## src/rtl/ahb_lite_mem_slave_if.sv

```systemverilog
// AHB-Lite bus bundle between an interconnect-side master and a memory slave.
// Clock and reset stay outside the bundle as plain ports.
interface ahb_lite_mem_slave_if;
    logic        hsel;
    logic [31:0] haddr;
    logic [1:0]  htrans;
    logic [2:0]  hsize;
    logic [2:0]  hburst;
    logic [3:0]  hprot;
    logic        hwrite;
    logic [31:0] hwdata;
    logic        HREADY;
    logic        hready_resp;
    logic [1:0]  hresp;
    logic [31:0] hrdata;

    modport slave (
        input  hsel, haddr, htrans, hsize, hburst, hprot, hwrite, hwdata, HREADY,
        output hready_resp, hresp, hrdata
    );

    modport master (
        output hsel, haddr, htrans, hsize, hburst, hprot, hwrite, hwdata, HREADY,
        input  hready_resp, hresp, hrdata
    );
endinterface

```

## src/rtl/ahb_lite_mem_slave.sv

```systemverilog
// AHB-Lite word-organised memory slave with programmable wait states,
// byte-lane writes and a two-cycle ERROR response for illegal transfers.
module ahb_lite_mem_slave #(
    parameter int ADDR_WORDS  = 64,
    parameter int WAIT_STATES = 1
) (
    input logic                 HCLK,
    input logic                 HRESET,
    ahb_lite_mem_slave_if.slave bus
);
    localparam int         IDX_W     = $clog2(ADDR_WORDS);
    localparam logic [1:0] WAIT_LAST = (WAIT_STATES > 0) ? 2'(WAIT_STATES - 1) : 2'd0;
    localparam logic [1:0] RESP_OKAY = 2'b00;
    localparam logic [1:0] RESP_ERR  = 2'b01;

    typedef enum logic [1:0] {S_IDLE, S_WAIT, S_ERR1, S_ERR2} state_t;

    state_t           state, state_nxt;
    logic [1:0]       wait_cnt, wait_cnt_nxt;
    logic             data_pending, data_pending_nxt;
    logic             hready_int;
    logic             accept, addr_err, complete;
    logic [3:0]       byte_en;

    logic             lat_write;
    logic [1:0]       lat_size;
    logic [1:0]       lat_lane;
    logic [IDX_W-1:0] lat_idx;
    logic [31:0]      mem [ADDR_WORDS];

    // Address-phase decode; bits 31:29 belong to the upstream decoder.
    assign accept   = bus.hsel && bus.HREADY && bus.htrans[1] && hready_int;
    assign addr_err = (bus.hsize > 3'd2)
                   || (bus.hsize == 3'd1 && bus.haddr[0])
                   || (bus.hsize == 3'd2 && bus.haddr[1:0] != 2'b00)
                   || (bus.haddr[28:2] >= 27'(ADDR_WORDS));

    logic unused_ok;
    assign unused_ok = &{1'b0, bus.hburst, bus.hprot, bus.haddr[31:29]};

    assign hready_int      = (state != S_WAIT) && (state != S_ERR1);
    assign bus.hready_resp = hready_int;
    assign bus.hresp       = (state == S_ERR1 || state == S_ERR2) ? RESP_ERR : RESP_OKAY;

    // A pending OKAY phase finishes in whichever cycle the slave is ready.
    assign complete   = hready_int && data_pending;
    assign bus.hrdata = (complete && !lat_write) ? mem[lat_idx] : 32'h0;

    // NOTE: sequential state uses non-blocking assignments so every flop samples pre-edge values.
    always_ff @(posedge HCLK) begin
        if (HRESET) begin
            state        <= S_IDLE;
            wait_cnt     <= 2'd0;
            data_pending <= 1'b0;
        end else begin
            state        <= state_nxt;
            wait_cnt     <= wait_cnt_nxt;
            data_pending <= data_pending_nxt;
        end
    end

    // NOTE: every output of this block gets a default first, so no path can infer a latch.
    always_comb begin
        state_nxt        = state;
        wait_cnt_nxt     = wait_cnt;
        data_pending_nxt = data_pending;
        case (state)
            S_WAIT: begin
                if (wait_cnt == WAIT_LAST) begin
                    state_nxt    = S_IDLE;
                    wait_cnt_nxt = 2'd0;
                end else begin
                    wait_cnt_nxt = wait_cnt + 2'd1;
                end
            end
            S_ERR1:  state_nxt = S_ERR2;
            default: ;
        endcase
        // A ready cycle retires the current phase and opens whatever is accepted now.
        if (hready_int) begin
            data_pending_nxt = 1'b0;
            state_nxt        = S_IDLE;
            if (accept) begin
                if (addr_err) begin
                    state_nxt = S_ERR1;
                end else begin
                    data_pending_nxt = 1'b1;
                    wait_cnt_nxt     = 2'd0;
                    state_nxt        = (WAIT_STATES > 0) ? S_WAIT : S_IDLE;
                end
            end
        end
    end

    // Transfer attributes need no reset: data_pending gates every use of them.
    always_ff @(posedge HCLK) begin
        if (accept && !addr_err) begin
            lat_write <= bus.hwrite;
            lat_size  <= bus.hsize[1:0];
            lat_lane  <= bus.haddr[1:0];
            lat_idx   <= bus.haddr[IDX_W+1:2];
        end
    end

    always_comb begin
        case (lat_size)
            2'd0:    byte_en = 4'b0001 << lat_lane;
            2'd1:    byte_en = lat_lane[1] ? 4'b1100 : 4'b0011;
            default: byte_en = 4'b1111;
        endcase
    end

    // Reads sample the array in their own completing cycle, after any earlier
    // write has committed, so back-to-back same-word reads need no bypass.
    // NOTE: the array is reset explicitly because its contents must read back as zero after reset.
    always_ff @(posedge HCLK) begin
        if (HRESET) begin
            for (int i = 0; i < ADDR_WORDS; i++) begin
                mem[i] <= 32'h0;
            end
        end else if (complete && lat_write) begin
            for (int b = 0; b < 4; b++) begin
                if (byte_en[b]) begin
                    mem[lat_idx][8*b +: 8] <= bus.hwdata[8*b +: 8];
                end
            end
        end
    end
endmodule

```

## src/flat_wrapper.sv

```systemverilog
// flat-port wrapper written by rule: the top's interface ports become plain ports
module ahb_lite_mem_slave_flat 
#(
    parameter int ADDR_WORDS  = 64,
    parameter int WAIT_STATES = 1
)
  (HCLK, HRESET, bus_hsel, bus_haddr, bus_htrans, bus_hsize, bus_hburst, bus_hprot, bus_hwrite, bus_hwdata, bus_HREADY, bus_hready_resp, bus_hresp, bus_hrdata);
  ahb_lite_mem_slave_if bus_i ();
  input logic HCLK;
  input logic HRESET;
  input wire logic [$bits(bus_i.hsel)-1:0] bus_hsel;
  input wire logic [$bits(bus_i.haddr)-1:0] bus_haddr;
  input wire logic [$bits(bus_i.htrans)-1:0] bus_htrans;
  input wire logic [$bits(bus_i.hsize)-1:0] bus_hsize;
  input wire logic [$bits(bus_i.hburst)-1:0] bus_hburst;
  input wire logic [$bits(bus_i.hprot)-1:0] bus_hprot;
  input wire logic [$bits(bus_i.hwrite)-1:0] bus_hwrite;
  input wire logic [$bits(bus_i.hwdata)-1:0] bus_hwdata;
  input wire logic [$bits(bus_i.HREADY)-1:0] bus_HREADY;
  output wire logic [$bits(bus_i.hready_resp)-1:0] bus_hready_resp;
  output wire logic [$bits(bus_i.hresp)-1:0] bus_hresp;
  output wire logic [$bits(bus_i.hrdata)-1:0] bus_hrdata;
  assign bus_i.hsel = bus_hsel;
  assign bus_i.haddr = bus_haddr;
  assign bus_i.htrans = bus_htrans;
  assign bus_i.hsize = bus_hsize;
  assign bus_i.hburst = bus_hburst;
  assign bus_i.hprot = bus_hprot;
  assign bus_i.hwrite = bus_hwrite;
  assign bus_i.hwdata = bus_hwdata;
  assign bus_i.HREADY = bus_HREADY;
  assign bus_hready_resp = bus_i.hready_resp;
  assign bus_hresp = bus_i.hresp;
  assign bus_hrdata = bus_i.hrdata;
  ahb_lite_mem_slave #(.ADDR_WORDS(ADDR_WORDS), .WAIT_STATES(WAIT_STATES)) u_core (.HCLK(HCLK), .HRESET(HRESET), .bus(bus_i));
endmodule
```

## config.mk

```make
export PLATFORM = sky130hd
export DESIGN_NAME = ahb_lite_mem_slave_flat
export DESIGN_NICKNAME = d
export VERILOG_FILES = /design/src/rtl/ahb_lite_mem_slave_if.sv /design/src/rtl/ahb_lite_mem_slave.sv /design/src/flat_wrapper.sv
export SDC_FILE = /design/constraint.sdc
export NUM_CORES = 2
export LEC_CHECK = 0
export ABC_AREA = 1
export CAP_MARGIN = 10
export CORE_ASPECT_RATIO = 1.1
export CORE_MARGIN = 2
export CORE_UTILIZATION = 52
export DETAILED_ROUTE_END_ITERATION = 7
export HOLD_SLACK_MARGIN = 0.02
export MAX_ROUTING_LAYER = met4
export PLACE_DENSITY_LB_ADDON = 0.3
export SLEW_MARGIN = 5
export SYNTH_ARGS = -nofsm -noshare
export SYNTH_HDL_FRONTEND = slang
export SYNTH_SLANG_ARGS = --single-unit
```

## constraint.sdc

```tcl
create_clock -name HCLK -period 3 [get_ports HCLK]
set_input_delay 0.9 -clock HCLK [delete_from_list [all_inputs] [get_ports HCLK]]
set_output_delay 0.9 -clock HCLK [all_outputs]
set_load 0.02 [all_outputs]
```

==> metrics <==
first-pass GRT wire length 451000 um; Total Routing Usage GR 33.5%; failing checks negative setup slack; Final WS setup -1090 ps; htree depth 4; synthesized instance count 9740; EDFF count, synth 2059; Die Span X 413 um; relative slew slack 20.1%; peak supply drop 0.000694 V; CTS clock-pin slew for the worst setup and hold paths 60 ps; mapped cell area 95500 sq um; Setup WS pre-CTS -661 ps; Worst Path Required 2100 ps; crit-path max FO 21; Synth Register Bits 2070; combinational share of power 4.4%; final cell count without fillers 13095; skew final 29.6 ps; worst skew pair latency 880 ps; clock share of power 42.3%; WL final 315000 um; Die Span Y 453 um; Synth async-reset ratio 0%; sw power 13.5 mW; Site Rows 164; clock sink total 2070; Nets 10600; # hold bufs at CTS 0; TritonRoute pass-1 iters 7; Crit path arrival time 3190 ps; IO Count 116; Max Cap Viol 0; DR WL/cell 24.0 um; Least-Margin Pin Slew 1190 ps; largest net degree at the start of global routing 70; clock buffers created by TritonCTS 208; vias in the first global route 74212; leakage 51.4 nW; cell chosen for the clock root clkbuf_16; Cell Int Power 48.2 mW; via count 77914; period utilization 136%; endpoint class of the critical path output port; Congestion Overflow GR 0; DPL Wire Length 195000 um; total negative slack -30790 ps; power density over the cells 510 nW/um^2; buffer depth of the longest clock path 3; kind of critical path reg -> out; CP Launch Type flop; Initial Util 52.5%; DIE AREA 187000 sq um; layout cell share with drive strength beyond 1 21.9%; RD Place Congestion 0.998; 1st-iter DRT viols 11503; yosys synthesis warning count 0; Synth cell types 29; input/output buffers 103; core region area 182000 sq um; Seq/Total Area, Yosys 65.0%; drc violations 0; Hold Vio Cnt, Final 0; Mapped Avg Cell Area 9.80 sq um; Min Clock Period, post-route 4090 ps; # setup viols final 32; Switching Share 21.8%; dpl cells 12579; max-slew violations 0; syn nets 9826; Power, Total 61.7 mW; DR vias/cell 5.95; highest clock rate 245 MHz; HP Class reg -> reg; initial antenna violation count 5; Top FF cell, synth edfxtp_1; P&R area growth vs syn 26.7%; Final ANT Viol Nets 0; CTS tree done; status complete, but fails checks; Flop pwr share 53.3%; unrepaired setup endpoints after global routing yes
[path summary, 6_finish.rpt]
| kind | slack [ps] | from | cells past startpoint | endpoint |
|---|---|---|---|---|
| worst min-delay path | 490 | u_core.data_pending | 2 | u_core.data_pending |
| worst max register to register | 180 | u_core.lat_idx[1] | 5 | u_core.mem[7][1] |
| worst max-delay path | -1090 | flop | 14 | bus_hrdata[27] |
| worst min register to register | 490 | u_core.data_pending | 2 | u_core.data_pending |
[cell usage after synthesis, types with 2 or more instances]
library cell | instances | area, sq um
nor3_1 | 2 | 10.0
a21oi_1 | 34 | 170
clkbuf_1 | 313 | 1170
inv_1 | 20 | 75.1
nand2_1 | 2563 | 9620
buf_6 | 21 | 236
nand3_1 | 1805 | 9030
nand2_4 | 176 | 1980
nor2_1 | 2210 | 8300
buf_2 | 274 | 1370
inv_2 | 35 | 131
o21a_1 | 4 | 30.0
dfxtp_1 | 11 | 220
nor4_1 | 5 | 31.3
o21ai_0 | 27 | 135
a31oi_1 | 4 | 25.0
edfxtp_1 | 2059 | 61800
buf_1 | 35 | 131
buf_4 | 54 | 405
o22ai_1 | 12 | 75.1
ha_1 | 5 | 62.6
nand2_2 | 64 | 400
[power groups by stage]
stage	Sequential [mW]	Clock, mW	Combinational (mW)
final	32.8	26.1	2.72
after global routing	32.9	27.3	2.85
after CTS	32.8	26.2	2.65
after detailed placement	33.4	0	2.63
after global placement	33.4	0	2.57
after floorplan	33.3	0	1.15
[flip-flops by register name, indices dropped and copies added, names as in the netlist, named ones only]
name	cells
u_core.state	2
u_core.lat_idx	6
u_core.wait_cnt	2
u_core.mem	2048
u_core.lat_write	1
u_core.lat_size	2
u_core.lat_lane	2
u_core.data_pending	1
[what timing repair did]
action                     4_1_cts  5_1_grt
resized for setup              518      446
pin swaps                      105      159
cloned                          47       25
setup buffers                   45       27
setup endpoints to repair       34       33
[layout make-up]
| type | count | area (sq um) |
|---|---|---|
| multi-input cells | 6917 | 32800 |
| inverters | 56 | 273 |
| repair buffers | 1258 | 16000 |
| fillers | 13175 | 61000 |
| well taps | 2407 | 3010 |
| clock buffers | 251 | 5390 |
| diodes | 1 | 2.50 |
| flip-flops and latches | 2070 | 62100 |
| repair inverters | 3 | 61.3 |
| clock inverters | 132 | 1420 |
[worst max-delay path, cell delays in order, from the launching register on]
cell	delay [ps]
dfxtp_4	390
inv_8	180
buf_16	250
buf_16	230
buf_4	200
nand3_1	100
nand2_1	120
nand2_1	80
nand2_2	100
nand2_2	60
nand3_2	120
nand2_4	90
nor2_4	100
buf_6	120
buf_6	120
[layer usage]
metal / vias to the layer above / GRT usage [%] / share of wire (%)
met4: 0 / 17.1 / 6.1
li1: 34424 / - / -
met3: 1040 / 6.60 / 12
met5: - / - / 0
met2: 5104 / 52.3 / 46
met1: 37346 / 41.6 / 35
[cells by family (layout without fill, tap and decap cells)]
logic type / Yosys count / after routing / share of synthesized area (%)
buffers and inverters: 753 / 1700 / 3.70
other: 1 / 2 / 0.00393
adder cells (fa/ha/maj): 5 / 5 / 0.0655
flip-flops: 2070 / 2070 / 65.0
AO/OA/AOI/OAI: 82 / 82 / 0.464
AND/OR/NAND/NOR: 6829 / 6829 / 30.8
[placed cells by master, fill, tap and decap left out, drive strengths merged, types with 3 or more instances in the layout]
cell type	Yosys	final
bufbuf	0	7
nor3	3	3
o21ai	27	27
a31oi	4	4
edfxtp	2059	2059
nor4	5	5
a21oi	34	34
buf	384	1158
dfxtp	11	11
clkinv	0	104
o22ai	12	12
clkbuf	313	274
inv	56	63
o21a	4	4
nand3	1805	1805
nor2	2210	2210
clkdlybuf4s50	0	69
ha	5	5
clkinvlp	0	3
nand2	2803	2803
bufinv	0	21
[stage by stage]
step / hold slack, ps / instance area (sq um) / util (%)
final: 489 / 121000 / 66.5
after global routing: 506 / 121000 / 66.5
after CTS: 495 / 118000 / 65.1
after detailed placement: 486 / 108000 / 59.4
after global placement: 451 / 108000 / 59.4
after floorplan: 439 / 95500 / -
(Power assumes the default switching activity.)
